==> config.mk <==
export PLATFORM = sky130hd
export DESIGN_NAME = dds_tdm_gain_packer
export DESIGN_NICKNAME = d
export VERILOG_FILES = /design/src/rtl/dds_pkg.sv /design/src/rtl/dds_sync_fifo.sv /design/src/rtl/dds_tdm_gain_packer.sv
export SDC_FILE = /design/constraint.sdc
export NUM_CORES = 2
export LEC_CHECK = 0
export ABC_AREA = 1
export BUFFER_PORTS_ARGS = -buffer_cell sky130_fd_sc_hd__buf_2
export CORE_ASPECT_RATIO = 0.6
export CORE_MARGIN = 4
export CORE_UTILIZATION = 59
export CTS_BUF_LIST = sky130_fd_sc_hd__clkbuf_4
export CTS_CLUSTER_SIZE = 24
export DETAILED_ROUTE_END_ITERATION = 10
export GPL_TIMING_DRIVEN = 0
export PLACE_DENSITY = 0.87
export SKIP_LAST_GASP = 1
export SLEW_MARGIN = 20
export SYNTH_ARGS = -nofsm -noshare
export SYNTH_HDL_FRONTEND = slang
export SYNTH_SLANG_ARGS = --single-unit
==> constraint.sdc <==
create_clock -name clk -period 15.9 [get_ports clk]
set_clock_uncertainty 0.05 [all_clocks]
set_input_delay 0.795 -clock clk [delete_from_list [all_inputs] [get_ports clk]]
set_output_delay 0.795 -clock clk [all_outputs]
set_load 0.05 [all_outputs]
==> src/rtl/dds_pkg.sv <==
// Shared widths, Q1.15 constants and the FIFO entry type for the DDS output path.
package dds_pkg;

    localparam int SAMPLE_W = 16;
    localparam int CH_W     = 5;
    localparam int GAIN_W   = 16;

    localparam int Q15_ROUND = 16384;
    localparam int SAT_MAX   = 32767;
    localparam int SAT_MIN   = -32768;

    typedef struct packed {
        logic                sof;
        logic [CH_W-1:0]     channel;
        logic [SAMPLE_W-1:0] sample;
    } fifo_entry_t;

    localparam int ENTRY_W = $bits(fifo_entry_t);

    // Round half up a Q2.30 product back to Q1.15 and clamp to the sample range.
    function automatic logic [SAMPLE_W-1:0] q15_round_sat(
        input logic signed [SAMPLE_W+GAIN_W-1:0] prod
    );
        int acc;
        acc = int'(prod) + Q15_ROUND;
        acc = acc >>> 15;
        if (acc > SAT_MAX) begin
            acc = SAT_MAX;
        end else if (acc < SAT_MIN) begin
            acc = SAT_MIN;
        end
        return acc[SAMPLE_W-1:0];
    endfunction

endpackage

==> src/rtl/dds_sync_fifo.sv <==
// Single-clock show-ahead FIFO. A push into a full FIFO is accepted only when a pop
// frees a slot in the same cycle; otherwise it is dropped and drop_o pulses.
module dds_sync_fifo #(
    parameter int unsigned WIDTH = 8,
    parameter int unsigned DEPTH = 16
) (
    input  logic             clk,
    input  logic             reset,
    input  logic             push_i,
    input  logic [WIDTH-1:0] push_data_i,
    input  logic             pop_i,
    output logic [WIDTH-1:0] head_o,
    output logic             empty_o,
    output logic             full_o,
    output logic             drop_o
);

    localparam int unsigned AW = $clog2(DEPTH);
    localparam int unsigned CW = AW + 1;

    logic [WIDTH-1:0] mem_q [DEPTH];
    logic [AW-1:0]    wr_ptr_q;
    logic [AW-1:0]    rd_ptr_q;
    logic [CW-1:0]    count_q;
    logic             do_push;
    logic             do_pop;

    // Flags, handshake qualification and the zeroed head while empty.
    always_comb begin
        empty_o = (count_q == '0);
        full_o  = (count_q == CW'(DEPTH));
        do_pop  = pop_i & ~empty_o;
        do_push = push_i & (~full_o | do_pop);
        drop_o  = push_i & ~do_push;
        head_o  = empty_o ? '0 : mem_q[rd_ptr_q];
    end

    // Storage array; contents are don't-care until written, so no reset.
    always_ff @(posedge clk) begin
        if (do_push) begin
            mem_q[wr_ptr_q] <= push_data_i;
        end
    end

    // Pointers wrap naturally because DEPTH is a power of two.
    always_ff @(posedge clk or posedge reset) begin
        if (reset) begin
            wr_ptr_q <= '0;
            rd_ptr_q <= '0;
            count_q  <= '0;
        end else begin
            if (do_push) begin
                wr_ptr_q <= wr_ptr_q + AW'(1);
            end
            if (do_pop) begin
                rd_ptr_q <= rd_ptr_q + AW'(1);
            end
            unique case ({do_push, do_pop})
                2'b10:   count_q <= count_q + CW'(1);
                2'b01:   count_q <= count_q - CW'(1);
                default: count_q <= count_q;
            endcase
        end
    end

endmodule

==> src/rtl/dds_tdm_gain_packer.sv <==
// Per-channel Q1.15 gain on the DDS TDM stream, buffered onto a valid/ready output.
// Three pipeline stages (capture + gain read, multiply, round/saturate) feed the FIFO.
module dds_tdm_gain_packer
    import dds_pkg::*;
#(
    parameter int unsigned       NUM_CH     = 32,
    parameter int unsigned       FIFO_DEPTH = 16,
    parameter logic [GAIN_W-1:0] GAIN_RESET = 16'h7FFF
) (
    input  logic                clk,
    input  logic                reset,
    input  logic [SAMPLE_W-1:0] in_sample,
    input  logic [CH_W-1:0]     in_channel,
    input  logic                in_valid,
    input  logic                gain_wr_en,
    input  logic [CH_W-1:0]     gain_addr,
    input  logic [GAIN_W-1:0]   gain_data,
    output logic [SAMPLE_W-1:0] out_data,
    output logic [CH_W-1:0]     out_channel,
    output logic                out_sof,
    output logic                out_valid,
    input  logic                out_ready,
    output logic [7:0]          overflow_count,
    output logic                bad_channel
);

    // Full index space is allocated; entries at or above NUM_CH are never written.
    localparam int unsigned NUM_GAIN = 2 ** CH_W;

    logic [GAIN_W-1:0] gain_q [NUM_GAIN];

    logic                       s1_valid_q;
    logic [CH_W-1:0]            s1_ch_q;
    logic signed [SAMPLE_W-1:0] s1_sample_q;
    logic signed [GAIN_W-1:0]   s1_gain_q;

    logic                              s2_valid_q;
    logic [CH_W-1:0]                   s2_ch_q;
    logic signed [SAMPLE_W+GAIN_W-1:0] s2_prod_q;

    logic        s3_valid_q;
    fifo_entry_t s3_entry_q;

    logic        in_legal;
    logic        gain_legal;
    logic [7:0]  overflow_q;
    logic        bad_channel_q;

    fifo_entry_t head;
    logic        fifo_empty;
    logic        fifo_full;
    logic        fifo_drop;
    logic        unused_fifo_full;

    // Channel range checks for the sample stream and the gain write port.
    always_comb begin
        in_legal   = 32'(in_channel) < NUM_CH;
        gain_legal = 32'(gain_addr) < NUM_CH;
    end

    // Gain register file; S1 samples the pre-write value on a same-cycle collision.
    always_ff @(posedge clk or posedge reset) begin
        if (reset) begin
            for (int i = 0; i < NUM_GAIN; i++) begin
                gain_q[i] <= GAIN_RESET;
            end
        end else if (gain_wr_en && gain_legal) begin
            gain_q[gain_addr] <= gain_data;
        end
    end

    // Three-stage datapath: capture + gain read, multiply, round/saturate.
    always_ff @(posedge clk or posedge reset) begin
        if (reset) begin
            s1_valid_q  <= 1'b0;
            s1_ch_q     <= '0;
            s1_sample_q <= '0;
            s1_gain_q   <= '0;
            s2_valid_q  <= 1'b0;
            s2_ch_q     <= '0;
            s2_prod_q   <= '0;
            s3_valid_q  <= 1'b0;
            s3_entry_q  <= '0;
        end else begin
            s1_valid_q  <= in_valid & in_legal;
            s1_ch_q     <= in_channel;
            s1_sample_q <= in_sample;
            s1_gain_q   <= gain_q[in_channel];

            s2_valid_q  <= s1_valid_q;
            s2_ch_q     <= s1_ch_q;
            s2_prod_q   <= 32'(s1_sample_q) * 32'(s1_gain_q);

            s3_valid_q         <= s2_valid_q;
            s3_entry_q.sof     <= (s2_ch_q == '0);
            s3_entry_q.channel <= s2_ch_q;
            s3_entry_q.sample  <= q15_round_sat(s2_prod_q);
        end
    end

    // Sticky illegal-channel flag and saturating drop counter.
    always_ff @(posedge clk or posedge reset) begin
        if (reset) begin
            bad_channel_q <= 1'b0;
            overflow_q    <= '0;
        end else begin
            if (in_valid && !in_legal) begin
                bad_channel_q <= 1'b1;
            end
            if (fifo_drop && overflow_q != 8'hFF) begin
                overflow_q <= overflow_q + 8'd1;
            end
        end
    end

    dds_sync_fifo #(
        .WIDTH (ENTRY_W),
        .DEPTH (FIFO_DEPTH)
    ) u_fifo (
        .clk         (clk),
        .reset       (reset),
        .push_i      (s3_valid_q),
        .push_data_i (s3_entry_q),
        .pop_i       (out_ready),
        .head_o      (head),
        .empty_o     (fifo_empty),
        .full_o      (fifo_full),
        .drop_o      (fifo_drop)
    );

    assign unused_fifo_full = fifo_full;

    // Output stream is the FIFO head; the FIFO zeroes it while empty.
    always_comb begin
        out_valid      = ~fifo_empty;
        out_data       = head.sample;
        out_channel    = head.channel;
        out_sof        = head.sof;
        overflow_count = overflow_q;
        bad_channel    = bad_channel_q;
    end

endmodule
==> impl_metrics.py <==
metrics = {
    "job": {
        "drv_cap": 0,
    },
    "power_and_ir_drop": {
        "p_total_uw": 12500,
        "ir_drop_v": 0.000325,
        "p_leak_uw": 0.0251,
        "power_density_nw_per_um2": 217,
    },
    "critical_path": {
        "crit_path_end_kind": "flop",
        "r2r_start": "s1_gain_q[5]",
        "startpoint_type": "flop",
        "path_max_fanout": 10,
        "r2r-end": "s2_prod_q[27]",
        "cp_common_cell": "fa_1",
        "reg2reg_slack_ns": 9.00,
        "cp.buffers_inverters": 5,
        "slowest_stage": "fa_1",
        "crit_required_ns": 16.90,
        "arrival_ns": 7.90,
        "path_class": "flop to flop",
        "max_stage_delay_ns": 0.82,
        "cp_num_cells": 20,
        "endpoint": "s2_prod_q[27]",
        "path_cells": "clkbuf_1 > clkbuf_1 > nand2_1 > fa_1 > inv_1 > fa_1 > fa_1 > fa_1 > fa_1 > inv_1 > fa_1 > inv_1 > ha_1 > nand2_1 > nor2_1 > nand2_1 > nor4_1 > nand2_1 > nand3_1 > nand2_1",
        "path_delay_family": "adder cells",
        "startpoint": "s1_gain_q[5]",
        "r2r_cells": 20,
    },
    "floorplanning": {
        "core-area_um2": 86100,
        "die_w_um": 390,
        "die-area_um2": 92400,
        "start_util_pct": 59.9,
        "die_y_um": 237,
        "rows": 83,
        "io_pins": 79,
    },
    "route": {
        "drtIter0Drc": 7252,
        "drc": 0,
        "vias_per_cell": 6.19,
        "final_antenna_net_count": 0,
        "wl_mm": 182,
        "wire_per_inst_um": 25.3,
        "route.vias.total": 44700,
        "drt_first_pass_iters": 8,
    },
    "place": {
        "gp_congestion": 1.03,
        "pre_cts_ws_ns": 9.23,
        "place_hpwl_mm": 134,
        "place_inst": 6792,
        "numPortBuffers": 77,
    },
    "clock_tree": {
        "clock_latency_ns": 1.18,
        "cts.sinks": 970,
        "cts_root_buf": "clkbuf_4",
        "cts_tree": "built",
        "cts_inserted_buffers": 215,
        "path_clk_slew_ns": 0.09,
        "max-clock-path-buffers": 3,
        "cts_resized": 0,
        "cts_htree_levels": 4,
    },
    "synthesis": {
        "synth_seq_area_share_pct": 51.6,
        "synth_top_area_cell": "dfstp_2",
        "synth_area_um2": 51600,
        "synthTopCellsByArea": "dfstp_2, edfxtp_1, fa_1, nand2_1, o21ai_0",
        "yosysTopAreaCellShare_pct": 24.4,
        "synth_seq_cells": 970,
        "syn-instance-count": 5532,
        "synth.avg_cell_area_um2": 9.32,
        "syn_nets": 5930,
        "synth.yosys.warnings": 0,
        "synthDistinctLibCells": 35,
    },
    "final_layout": {
        "nets": 6302,
        "syn2layout_area_growth_pct": 11.6,
        "final_cell_mix": "nand2_1, o21ai_0, nor2_1",
        "drive_above_1_share_pct": 17.1,
        "fin_cells": 7225,
        "final_common_cell": "nand2_1",
    },
    "sta": {
        "max-slew-margin-rel_pct": 13.8,
        "max_freq_mhz": 145,
        "tightest_slew_ns": 1.29,
        "tns_ns": 0,
        "setup_ws_ns": 9.00,
        "period_share_pct": 43.4,
        "slew_violations": 0,
        "fin_crit_ns": 6.90,
        "setup_viol": 0,
        "rsz0062_at_grt": "false",
        "final-hold-violation-count": 0,
    },
    "global_routing": {
        "grt_max_degree": 37,
        "track_usage_pct": 39.6,
        "grt-ovfl-total": 0,
        "antenna_found_initial": 10,
        "grt_pass1_vias": 43500,
        "grt_first_pass_wirelength_mm": 270,
    },
    "hold_path": {
        "holdCritPathClass": "input port to flop",
    },
    "run_status": {
        "status": "completed",
    },
}
-- worst reg2reg max path, stage by stage, from the launching register on --
cell and delay, ns:
dfrtp_1 0.33, clkbuf_1 0.47, clkbuf_1 0.69, nand2_1 0.24, fa_1 0.55, inv_1 0.07
fa_1 0.82, fa_1 0.53, fa_1 0.52, fa_1 0.51, inv_1 0.05, fa_1 0.47
inv_1 0.04, ha_1 0.40, nand2_1 0.17, nor2_1 0.22, nand2_1 0.14, nor4_1 0.19
nand2_1 0.16, nand3_1 0.10, nand2_1 0.07
-- state kept, by name, summed over array words and instances (netlist names), 4 cells and up --
name	count
overflow_count	8
s2_ch_q	5
u_fifo.wr_ptr_q	4
gain_q	512
u_fifo.rd_ptr_q	4
u_fifo.count_q	5
s1_ch_q	5
u_fifo.mem_q	352
s2_prod_q	18
s1_sample_q	16
s3_entry_q	22
s1_gain_q	16
-- Yosys cell counts (all sizes together) --
master  count
nor3       20
clkbuf    308
o21bai      3
inv       557
a21o        5
nand2    1193
o31ai       8
fa        262
nand4      14
nor4        6
o21ai     859
nand3     187
or2         4
edfxtp    352
dfstp     480
nor3b       1
conb        1
buf        75
ha         89
xor2       25
nor2      614
o221ai    104
xnor2      12
o211ai     88
dfrtp     138
a31oi       1
a21oi     126
-- area by class of cell --
class	instances	area (um2)
tap	1147	1440
fill	6713	28500
multi-input combinational	3622	21500
buffer	383	1520
clock inverter	60	398
inverter	557	2090
antenna	9	22.5
timing repair buffer	155	1610
sequential	970	26600
clock buffer	322	2420
-- layer usage --
metal / GRT usage (%) / vias up / wire (um)
li1: - / 18900 / -
met1: 55.6 / 21400 / 71100
met2: 50.8 / 3760 / 69700
met3: 23.2 / 581 / 35600
met4: 12.6 / 6 / 5990
met5: 0.571 / - / 81
-- power breakdown --
group          switching (uW)  internal, uW  total, uW
Combinational            4610          2130       6740
Sequential                361          3350       3710
Clock                    1080           982       2060
Total                    6050          6450      12500
-- cells by family after synthesis --
kind of cell,after synthesis,share of synthesized area [%]
xor gates and xnor gates,37,0.628
adders and majority gates,351,12.3
DFF,970,51.6
AOI/OAI and AO/OA,1194,12.8
other,1,0.00727
buffers and inverters,940,7.00
and+or+nand+nor,2039,15.6
-- worst min-delay path by stage --
stage,from,endpoint,cells past startpoint
floorplan,s1_ch_q[0],s2_ch_q[0],0
global placement,s2_valid_q,s3_valid_q,0
detailed placement,s1_ch_q[2],s2_ch_q[2],0
CTS,gain_addr[1],gain_q[446],5
global route,gain_addr[1],gain_q[509],5
finish,gain_addr[1],gain_q[319],5
-- metrics by stage --
| stage | hold WS [ns] | cell area (um2) | utilization, % |
|---|---|---|---|
| floorplan | 0.281 | 51600 | - |
| global placement | 0.285 | 53400 | 62.0 |
| detailed placement | 0.288 | 54300 | 63.1 |
| CTS | 0.0567 | 57600 | 66.9 |
| global route | 0.138 | 57600 | 66.9 |
| finish | 0.138 | 57600 | 66.9 |
-- repair_timing --
| action | in CTS | in global routing |
|---|---|---|
| hold endpoints to repair | 73 | 0 |
| setup buffers | 0 | 0 |
| setup endpoints to repair | 0 | 0 |
| hold buffers | 41 | 0 |
Power figures use the tool's default switching activity.
